**config.mk**
```make
export PLATFORM = sky130hd
export DESIGN_NAME = uart_tx_cfg
export DESIGN_NICKNAME = d
export VERILOG_FILES = /design/src/rtl/uart_tx_cfg.sv
export SDC_FILE = /design/constraint.sdc
export NUM_CORES = 1
export LEC_CHECK = 0
export CAP_MARGIN = 20
export CORE_MARGIN = 2
export CORE_UTILIZATION = 62
export CTS_BUF_LIST = sky130_fd_sc_hd__clkbuf_8
export CTS_CLUSTER_SIZE = 16
export DETAILED_ROUTE_END_ITERATION = 12
export PLACE_DENSITY = 0.82
export SYNTH_ARGS = -nofsm -noshare
export SYNTH_HDL_FRONTEND = slang
export SYNTH_SLANG_ARGS = --single-unit
```
**constraint.sdc**
```tcl
create_clock -name clk -period 4.5 [get_ports clk]
set_input_delay 0.675 -clock clk [delete_from_list [all_inputs] [get_ports clk]]
set_output_delay 0.675 -clock clk [all_outputs]
set_load 0.01 [all_outputs]
```
**src/rtl/uart_tx_cfg.sv**
```systemverilog
`default_nettype none
// ============================================================================
// Module      : uart_tx_cfg
// Description : Parametrised UART transmitter with an input FIFO. Serialises
//               DATA_BITS-wide words, LSB first, with optional odd/even
//               parity and 1 or 2 stop bits, CLKS_PER_BIT clocks per bit.
//               Queued words are sent back-to-back with no idle gap.
// Ports       : clk          - system clock
//               reset        - asynchronous active-high reset
//               i_valid      - a data word is offered
//               i_data       - offered word (DATA_BITS wide)
//               o_ready      - FIFO has a free slot (count < FIFO_DEPTH)
//               o_txd        - serial line, idle high (registered)
//               o_busy       - frame in progress (registered)
//               o_fifo_count - queued words, excluding the word in the shifter
// Revision    : 1.0 - initial release
// ============================================================================
module uart_tx_cfg #(
  parameter int CLKS_PER_BIT = 10416,
  parameter int DATA_BITS    = 8,
  parameter int PARITY       = 0,
  parameter int STOP_BITS    = 1,
  parameter int FIFO_DEPTH   = 4
) (
  input  logic                               clk,
  input  logic                               reset,
  input  logic                               i_valid,
  input  logic [DATA_BITS-1:0]               i_data,
  output logic                               o_ready,
  output logic                               o_txd,
  output logic                               o_busy,
  output logic [$clog2(FIFO_DEPTH+1)-1:0]    o_fifo_count
);

  // --------------------------------------------------------------------------
  // Parameter legality
  // --------------------------------------------------------------------------
  generate
    if (CLKS_PER_BIT < 2) begin : g_chk_cpb
      $error("uart_tx_cfg: CLKS_PER_BIT must be 2 or more");
    end
    if (DATA_BITS < 5 || DATA_BITS > 9) begin : g_chk_dbits
      $error("uart_tx_cfg: DATA_BITS must be in 5..9");
    end
    if (PARITY < 0 || PARITY > 2) begin : g_chk_parity
      $error("uart_tx_cfg: PARITY must be 0, 1 or 2");
    end
    if (STOP_BITS < 1 || STOP_BITS > 2) begin : g_chk_stop
      $error("uart_tx_cfg: STOP_BITS must be 1 or 2");
    end
    if (FIFO_DEPTH < 2 || (FIFO_DEPTH & (FIFO_DEPTH - 1)) != 0) begin : g_chk_depth
      $error("uart_tx_cfg: FIFO_DEPTH must be a power of 2, 2 or more");
    end
  endgenerate

  // --------------------------------------------------------------------------
  // Constants
  // --------------------------------------------------------------------------
  localparam int c_CW  = $clog2(FIFO_DEPTH + 1);
  localparam int c_AW  = $clog2(FIFO_DEPTH);
  localparam int c_BCW = $clog2(CLKS_PER_BIT);

  localparam logic [2:0] c_IDLE   = 3'd0;
  localparam logic [2:0] c_START  = 3'd1;
  localparam logic [2:0] c_DATA   = 3'd2;
  localparam logic [2:0] c_PARITY = 3'd3;
  localparam logic [2:0] c_STOP   = 3'd4;

  localparam logic [c_BCW-1:0] c_BAUD_LAST = c_BCW'(CLKS_PER_BIT - 1);
  localparam logic [3:0]       c_DATA_LAST = 4'(DATA_BITS - 1);
  localparam logic [3:0]       c_STOP_LAST = 4'(STOP_BITS - 1);

  // --------------------------------------------------------------------------
  // Signals
  // --------------------------------------------------------------------------
  logic [DATA_BITS-1:0] r_mem [FIFO_DEPTH];
  logic [c_AW-1:0]      r_wr_ptr;
  logic [c_AW-1:0]      r_rd_ptr;
  logic [c_CW-1:0]      r_count;

  logic [2:0]           r_state;
  logic [2:0]           w_state_nxt;
  logic [c_BCW-1:0]     r_baud;
  logic [3:0]           r_bit;
  logic [DATA_BITS-1:0] r_shift;
  logic [DATA_BITS-1:0] w_shift_nxt;
  logic                 r_par;

  logic                 w_push;
  logic                 w_pop;
  logic                 w_wrap;
  logic                 w_fifo_nempty;
  logic [DATA_BITS-1:0] w_head;
  logic                 w_head_xor;
  logic                 w_txd_nxt;
  logic                 w_busy_nxt;

  // --------------------------------------------------------------------------
  // FIFO
  // --------------------------------------------------------------------------
  // Ready depends only on the current count, so a same-cycle pop never
  // frees a slot for the push in that cycle.
  assign o_ready       = (r_count < c_CW'(FIFO_DEPTH));
  assign w_push        = i_valid && o_ready;
  assign w_fifo_nempty = (r_count != '0);
  assign w_head        = r_mem[r_rd_ptr];
  assign w_head_xor    = ^w_head;
  assign o_fifo_count  = r_count;

  // Storage is not reset; validity is tracked by the pointers and count.
  always_ff @(posedge clk) begin
    if (w_push) begin
      r_mem[r_wr_ptr] <= i_data;
    end
  end

  always_ff @(posedge clk or posedge reset) begin
    if (reset) begin
      r_wr_ptr <= '0;
      r_rd_ptr <= '0;
      r_count  <= '0;
    end else begin
      if (w_push) begin
        r_wr_ptr <= r_wr_ptr + c_AW'(1);
      end
      if (w_pop) begin
        r_rd_ptr <= r_rd_ptr + c_AW'(1);
      end
      case ({w_push, w_pop})
        2'b10:   r_count <= r_count + c_CW'(1);
        2'b01:   r_count <= r_count - c_CW'(1);
        default: r_count <= r_count;
      endcase
    end
  end

  // --------------------------------------------------------------------------
  // FSM: state register
  // --------------------------------------------------------------------------
  always_ff @(posedge clk or posedge reset) begin
    if (reset) begin
      r_state <= c_IDLE;
    end else begin
      r_state <= w_state_nxt;
    end
  end

  // --------------------------------------------------------------------------
  // FSM: next state and pop decision
  // --------------------------------------------------------------------------
  assign w_wrap = (r_baud == c_BAUD_LAST);

  always_comb begin
    w_state_nxt = r_state;
    w_pop       = 1'b0;
    case (r_state)
      c_IDLE: begin
        if (w_fifo_nempty) begin
          w_pop       = 1'b1;
          w_state_nxt = c_START;
        end
      end
      c_START: begin
        if (w_wrap) begin
          w_state_nxt = c_DATA;
        end
      end
      c_DATA: begin
        if (w_wrap && (r_bit == c_DATA_LAST)) begin
          w_state_nxt = (PARITY != 0) ? c_PARITY : c_STOP;
        end
      end
      c_PARITY: begin
        if (w_wrap) begin
          w_state_nxt = c_STOP;
        end
      end
      c_STOP: begin
        // Last stop cycle: chain straight into the next frame if one waits.
        if (w_wrap && (r_bit == c_STOP_LAST)) begin
          if (w_fifo_nempty) begin
            w_pop       = 1'b1;
            w_state_nxt = c_START;
          end else begin
            w_state_nxt = c_IDLE;
          end
        end
      end
      default: begin
        w_state_nxt = c_IDLE;
      end
    endcase
  end

  // --------------------------------------------------------------------------
  // FSM: outputs (computed from the next state so the pins are registered
  // and change on the same edge as the state)
  // --------------------------------------------------------------------------
  always_comb begin
    w_shift_nxt = r_shift;
    if (w_pop) begin
      w_shift_nxt = w_head;
    end else if ((r_state == c_DATA) && w_wrap) begin
      w_shift_nxt = r_shift >> 1;
    end
  end

  always_comb begin
    w_txd_nxt  = 1'b1;
    w_busy_nxt = (w_state_nxt != c_IDLE);
    case (w_state_nxt)
      c_IDLE:   w_txd_nxt = 1'b1;
      c_START:  w_txd_nxt = 1'b0;
      c_DATA:   w_txd_nxt = w_shift_nxt[0];
      c_PARITY: w_txd_nxt = r_par;
      c_STOP:   w_txd_nxt = 1'b1;
      default:  w_txd_nxt = 1'b1;
    endcase
  end

  // --------------------------------------------------------------------------
  // Datapath registers
  // --------------------------------------------------------------------------
  always_ff @(posedge clk or posedge reset) begin
    if (reset) begin
      r_baud  <= '0;
      r_bit   <= '0;
      r_shift <= '0;
      r_par   <= 1'b0;
      o_txd   <= 1'b1;
      o_busy  <= 1'b0;
    end else begin
      if (w_pop || (r_state == c_IDLE) || w_wrap) begin
        r_baud <= '0;
      end else begin
        r_baud <= r_baud + c_BCW'(1);
      end

      // Any state change restarts the bit index for the new state.
      if (w_state_nxt != r_state) begin
        r_bit <= '0;
      end else if (w_wrap && ((r_state == c_DATA) || (r_state == c_STOP))) begin
        r_bit <= r_bit + 4'd1;
      end

      r_shift <= w_shift_nxt;

      // Parity is latched with the word so the shifter can be consumed freely.
      if (w_pop) begin
        r_par <= (PARITY == 1) ? ~w_head_xor : w_head_xor;
      end

      o_txd  <= w_txd_nxt;
      o_busy <= w_busy_nxt;
    end
  end

endmodule
`default_nettype wire
```
==> results.ini, run 1 <==
[cts]
cts_tree = done
cts_root_buf = clkbuf_8
cts_buffers = 9
clk_latency_ns = 0.33
cts_setup_buffers = 0
cts.path.max_buffers = 2
htreeDepth = 3
path_clk_slew_ns = 0.07
post_cts_resized = 0
clkSinkCount = 71
cts_hold_buf = 0

[synthesis]
yosys_warnings = 0
synth_top_family_by_area = simple AND/OR/NAND/NOR gates
synth_compound_area_share_pct = 5.152
synthSimpleGateAreaFrac_pct = 12.77
async_flop_share_pct = 54.93
synth_xor_area_share_pct = 6.894
synth_cell_type_count = 48
synthAdderAreaFrac_pct = 3.636
ys_seq_area_share_pct = 58.67
synth.mux.area_fraction_pct = 9.621
synthFlopType = dfrtp_1
synth_edf_count = 32
ys_ff_latch = 71
avgSynthCellArea_um2 = 13.11
netlist_area_um2 = 3303
synth_nets = 272
synthCells = 252

[sta]
max_freq_ghz = 0.2903
max-slew-margin-rel_pct = 44.56
finClkSkew_ns = 0.008001
setup_viol = 0
rsz0062_at_grt = false
layout_worst_path_cycle_share_pct = 76.55
tns_ns = 0
tightest_slew_ns = 0.8240
finalHoldViolations = 0
fin_ws_ns = 1.055
period_needed_ns = 3.445
slew_violations = 0

[final_layout]
fin_area_um2 = 3682
fill_cells = 385
drive_above_1_share_pct = 10.43
stdcell_count = 348
nets = 293
num_antenna_cells = 0
syn_to_final_growth_pct = 11.48

[hold_path]
worstHoldPathType = flop to flop

[worst_setup_path]
cp-start-kind = flop
critPathArrivalTime_ns = 3.70
critical-path-max-stage-delay_ns = 0.67
end_kind = flop
worstPathRequired_ns = 4.75
slowest_stage = or4_1
critPathMaxFanout = 10
crit_chain = or4b_4, or4_1, o21ai_4, nand2_2, clkinv_1, ha_1, inv_1, fa_1, xor2_1, nor2_1, xnor2_1
critical_path_class = flop to flop

[detailed_routing]
drt-total-wl_um = 5327
via_count = 1963
ant_nets = 0
drtIter0Drc = 132
wl_per_cell_um = 15.31
viasPerCell = 5.641
first_pass_iters = 4
drc_errors = 0

[power_and_ir_drop]
p_per_area_nw_per_um2 = 520.9
leakagePower_nw = 1.434
total_power_mw = 1.918
peakVddDrop_mv = 0.2805

[grt]
grt-ovfl-total = 0
grt_pass1_wl_um = 9384
grt_pass1_vias = 1998
met2_usage_pct = 31.05
antenna_found_initial = 0
grt.total_usage_pct = 20.39
grt_max_degree = 40
grt_most_used_layer = met2
grtUsageMet3_pct = 5.647
grt_use_met1_pct = 28.72

[floorplan]
rows = 26
coreArea_um2 = 5140
ios = 17
dieWidth_um = 76.99
initial_utilization_pct = 64.26
die_area_um2 = 5927
die_y_um = 76.99

[placement]
portBuffers = 16
dpl.cell_count = 332
dp_worst_setup_slack_ns = 1.073
dpl_cell_area_um2 = 3530
gp_congestion = 0.8351
place_hpwl_um = 3622

[run_status]
status = finished, final reports clean

[run]
cap_violations = 0

[state kept, by name, summed over array words and instances, names as in the netlist]
name and count:
r_par 1, r_shift 8, r_mem 32, r_bit 4
o_txd 1, o_busy 1, o_fifo_count 3, r_wr_ptr 2
r_baud 14, r_state 3, r_rd_ptr 2
[cells in the mapped netlist, drive strengths merged (2+ instances only)]
master / n / area, um^2
and2: 4 / 25.02
clkbuf: 6 / 22.52
nor3: 9 / 56.31
dfrtp: 38 / 950.9
nor4: 3 / 18.77
nor2: 12 / 45.04
and4: 3 / 26.28
xnor2: 18 / 157.7
mux2: 6 / 67.56
mux4: 8 / 180.2
ha: 8 / 100.1
xor2: 8 / 70.07
nand2b: 3 / 18.77
buf: 3 / 21.27
o31ai: 2 / 15.01
nor2b: 2 / 12.51
nand3b: 2 / 15.01
a21boi: 2 / 15.02
and3: 2 / 12.51
nand2: 8 / 32.54
o21ai: 13 / 76.32
inv: 16 / 60.06
edfxtp: 32 / 960.9
nand4: 4 / 25.02
mux2i: 7 / 70.07
a21oi: 5 / 25.02
nand3: 9 / 45.04
or3: 5 / 31.28
or4: 2 / 18.77
[per-stage QoR]
step,hold WS [ns],util [%]
finish,0.4814,71.64
global route,0.5079,71.64
CTS,0.4871,71.64
global placement,0.4619,68.67
detailed placement,0.4797,68.67
floorplan,0.4479,-
[logic make-up (layout without fill, tap and decap cells)]
group,Yosys count,count (layout)
compound gates,27,27
xor+xnor,26,26
fa+ha+maj,9,9
buf+inv,26,52
flops,71,71
mux,21,21
simple gates,72,72
[placed cells by master, fill, tap and decap left out, drive strengths merged, types with 4 or more instances in the layout]
master	n
nand2	8
xnor2	18
edfxtp	32
o21ai	13
xor2	8
mux2	6
mux4	8
or3	5
nand4	4
mux2i	7
dfrtp	38
nand3	9
nor2	12
a21oi	5
clkdlybuf4s50	16
nor3	9
inv	21
and2	4
ha	8
clkbuf	9
[worst max-delay path, delay by kind of cell (launching register included)]
family / cells / cell delay [ns]
xor gates and xnor gates: 2 / 0.28
adders and majority gates: 2 / 0.59
buffers and inverters: 2 / 0.26
and+or+nand+nor: 4 / 1.50
AOI/OAI and AO/OA: 1 / 0.29
DFF: 1 / 0.44
[layer usage]
| layer | share of wire (%) | wire length, um | vias to the layer above |
|---|---|---|---|
| met5 | 0 | 0 | - |
| met4 | 0.79 | 42 | 0 |
| met3 | 3.7 | 199 | 4 |
| met2 | 48 | 2578 | 41 |
| met1 | 47 | 2507 | 964 |
| li1 | - | - | 954 |
[layout make-up]
type	instances	area [um^2]	share of cell area, %
well taps	70	87.58	2.379
multi-input cells	155	1257	34.15
flip-flops and latches	71	1938	52.63
clock buffers	9	123.9	3.364
inverters	17	63.81	1.733
repair buffers	19	182.7	4.961
clock inverters	7	28.78	0.7815
[path summary, 6_finish.rpt]
check | from | endpoint | slack [ns] | cells past startpoint
setup reg to reg | r_baud[4]$_DFF_PP0_ | o_fifo_count[2]$_DFFE_PP0P_ | 1.06 | 11
min in group asynchronous | reset | r_baud[3]$_DFF_PP0_ | 0.76 | 3
setup / recovery | r_baud[4]$_DFF_PP0_ | o_fifo_count[2]$_DFFE_PP0P_ | 1.06 | 11
hold / removal | r_baud[0]$_DFF_PP0_ | r_baud[0]$_DFF_PP0_ | 0.48 | 1
max in group asynchronous | reset | o_txd$_DFF_PP1_ | 3.38 | 3
hold reg to reg | r_baud[0]$_DFF_PP0_ | r_baud[0]$_DFF_PP0_ | 0.48 | 1
[power by group]
| part | internal, mW | switching (mW) | total [mW] |
|---|---|---|---|
| Clock | 0.188 | 0.215 | 0.404 |
| Sequential | 0.826 | 0.129 | 0.954 |
| Combinational | 0.307 | 0.253 | 0.560 |
| Total | 1.32 | 0.597 | 1.92 |
(Power assumes the default switching activity.)
==> inputs of run 2 (changes only) <==
CORE_UTILIZATION = 56   (was 62)
PLACE_DENSITY = 0.78   (was 0.82)
clock period = 2.75 ns   (was 4.5 ns; I/O delays follow)
==> results.ini, run 2 (same netlist as run 1, synthesis figures left out) <==
[run_status]
status = finished, final reports clean

[floorplan]
rows = 27  ; +3.8%
dieWidth_um = 80.80  ; +4.9%
ios = 17  ; unchanged
coreArea_um2 = 5608  ; +9.1%
die_y_um = 80.80  ; +4.9%
die_area_um2 = 6529  ; +10%
initial_utilization_pct = 58.90  ; -5.4 points

[worst_setup_path]
r2r_slack_ns = 0.06  ; -0.99 ns
worstPathRequired_ns = 3.02  ; -1.73 ns
critPathArrivalTime_ns = 2.95  ; -0.75 ns
critPathMaxFanout = 3  ; -7
timing.rr.start = r_baud[8]$_DFF_PP0_
r2r-end = o_fifo_count[2]$_DFFE_PP0P_
r2r_cells = 11  ; unchanged
end_kind = flop
cp-start-kind = flop
critical_path_class = flop to flop

[power_and_ir_drop]
leakagePower_nw = 1.521  ; +6.1%
p_per_area_nw_per_um2 = 861.7  ; +65%
total_power_mw = 3.338  ; +74%
peakVddDrop_mv = 0.5356  ; +91%

[run]
cap_violations = 0  ; unchanged

[sta]
max-slew-margin-rel_pct = 60.28  ; +16 points
slew_violations = 0  ; unchanged
fin_ws_ns = 0.06398  ; -0.9911 ns
setup_viol = 0  ; unchanged
finalHoldViolations = 0  ; unchanged
max_freq_ghz = 0.3723  ; +28%
layout_worst_path_cycle_share_pct = 97.67  ; +21 points
period_needed_ns = 2.686  ; -0.7589 ns
tightest_slew_ns = 0.5958  ; -0.2282 ns
rsz0062_at_grt = true
finClkSkew_ns = 0.007406  ; -0.0005950 ns

[placement]
gp_congestion = 0.7992  ; -4.3%
portBuffers = 16  ; unchanged
place_hpwl_um = 3920  ; +8.2%
dp_worst_setup_slack_ns = 0.01616  ; -1.057 ns

[cts]
cts_root_buf = clkbuf_8
clk_latency_ns = 0.34  ; about the same
cts.path.max_buffers = 2  ; unchanged
cts_setup_buffers = 0  ; unchanged
cts_tree = done
htreeDepth = 3  ; unchanged
path_clk_slew_ns = 0.07  ; about the same
clkSinkCount = 71  ; unchanged
cts_buffers = 9  ; unchanged

[final_layout]
largest-register = r_mem
largest_reg_flops = 32  ; unchanged
final_cell_mix = dfrtp_1, edfxtp_1, xnor2_1, buf_4, clkdlybuf4s50_1
syn_to_final_growth_pct = 17.27
final_common_cell = dfrtp_1
drive_above_1_share_pct = 17.41  ; +7.0 points
num_antenna_cells = 0  ; unchanged
reg.largest.list = r_mem (32), r_baud (14), r_shift (8)
nets = 308  ; +5.1%

[detailed_routing]
drc_errors = 0  ; unchanged
drt-total-wl_um = 5670  ; +6.4%
first_pass_iters = 4  ; unchanged
viasPerCell = 5.614  ; -0.48%
wl_per_cell_um = 15.53  ; +1.5%
drtIter0Drc = 116  ; -12%
ant_nets = 0  ; unchanged
via_count = 2049  ; +4.4%

[hold_path]
worstHoldPathType = input pin to async pin

[grt]
grt-ovfl-total = 0  ; unchanged
antenna_found_initial = 0  ; unchanged
grt.total_usage_pct = 20.23  ; -0.16 points
grt_max_degree = 40  ; unchanged
grt_pass1_vias = 2100  ; +5.1%
grt_pass1_wl_um = 9708  ; +3.5%

## run 2: cell types whose count changed in the layout (fill, tap and decap cells not counted), sizes merged
cell	delta
clkbuf	+2
inv	-5
clkinv	+2
bufinv	+1
buf	+15
## run 2: worst max path at each step
stage / cells past startpoint / to / start / slack [ns]
floorplan: 12 / o_fifo_count[2]$_DFFE_PP0P_ / r_baud[4]$_DFF_PP0_ / -0.21
global placement: 11 / o_fifo_count[2]$_DFFE_PP0P_ / r_baud[8]$_DFF_PP0_ / 0.05
detailed placement: 11 / o_fifo_count[2]$_DFFE_PP0P_ / r_baud[8]$_DFF_PP0_ / 0.02
CTS: 11 / o_fifo_count[2]$_DFFE_PP0P_ / r_baud[8]$_DFF_PP0_ / 0.01
global route: 11 / o_fifo_count[2]$_DFFE_PP0P_ / r_baud[8]$_DFF_PP0_ / -0.03
finish: 11 / o_fifo_count[2]$_DFFE_PP0P_ / r_baud[8]$_DFF_PP0_ / 0.06
## run 2: final cells by class
class	count	area, um^2
Clock buffer	11	151.4
Clock inverter	5	46.29
Fill cell	399	1734
Inverter	17	68.82
Multi-Input combinational cell	155	1284
Sequential cell	71	1938
Tap cell	72	90.09
Timing Repair Buffer	34	295.3
## run 2: worst max-delay path, cell delays in order (launching register included)
cell      delay [ns]
dfrtp_1         0.38
or4b_4          0.55
or4_4           0.52
o21ai_4         0.18
nand2_4         0.07
clkinv_4        0.07
ha_4            0.12
inv_2           0.03
fa_2            0.32
xor2_1          0.15
nor2_1          0.11
xnor2_1         0.12
## run 2: metal layers
layer  vias up  wire length, um  share of wire [%]  track usage [%]
met2        32             2882                 51            33.72
met4         0               96                1.7            8.475
met1      1027             2533                 45            25.06
met3        11              157                2.8            5.444
met5         -                0                  0                0
li1        979                -                  -                -
## run 2: timing repair
action | CTS | global route
hold buffers | 0 | 0
endpoints found under the hold margin | 0 | 0
setup endpoints to repair | 0 | 1
gates resized for setup | 0 | 1
## run 2: power by group
part	total (mW)	internal (mW)	switching (mW)	leakage, nW
combinational	0.962	0.531	0.431	0.635
sequential	1.55	1.35	0.199	0.784
clock	0.826	0.458	0.368	0.102
## run 2: per-stage QoR
step | hold slack (ns) | utilization [%] | area [um^2] | setup TNS (ns) | std cells
2_1_floorplan | 0.4479 | - | 3338 | -0.3338 | 252
3_3_place_gp | 0.4653 | 65.51 | 3674 | 0 | 349
3_5_place_dp | 0.4904 | 65.51 | 3674 | 0 | 349
4_1_cts | 0.5002 | 69.03 | 3871 | 0 | 365
5_1_grt | 0.5249 | 69.08 | 3874 | -0.03140 | 365
6_report | 0.4877 | 69.08 | 3874 | 0 | 365
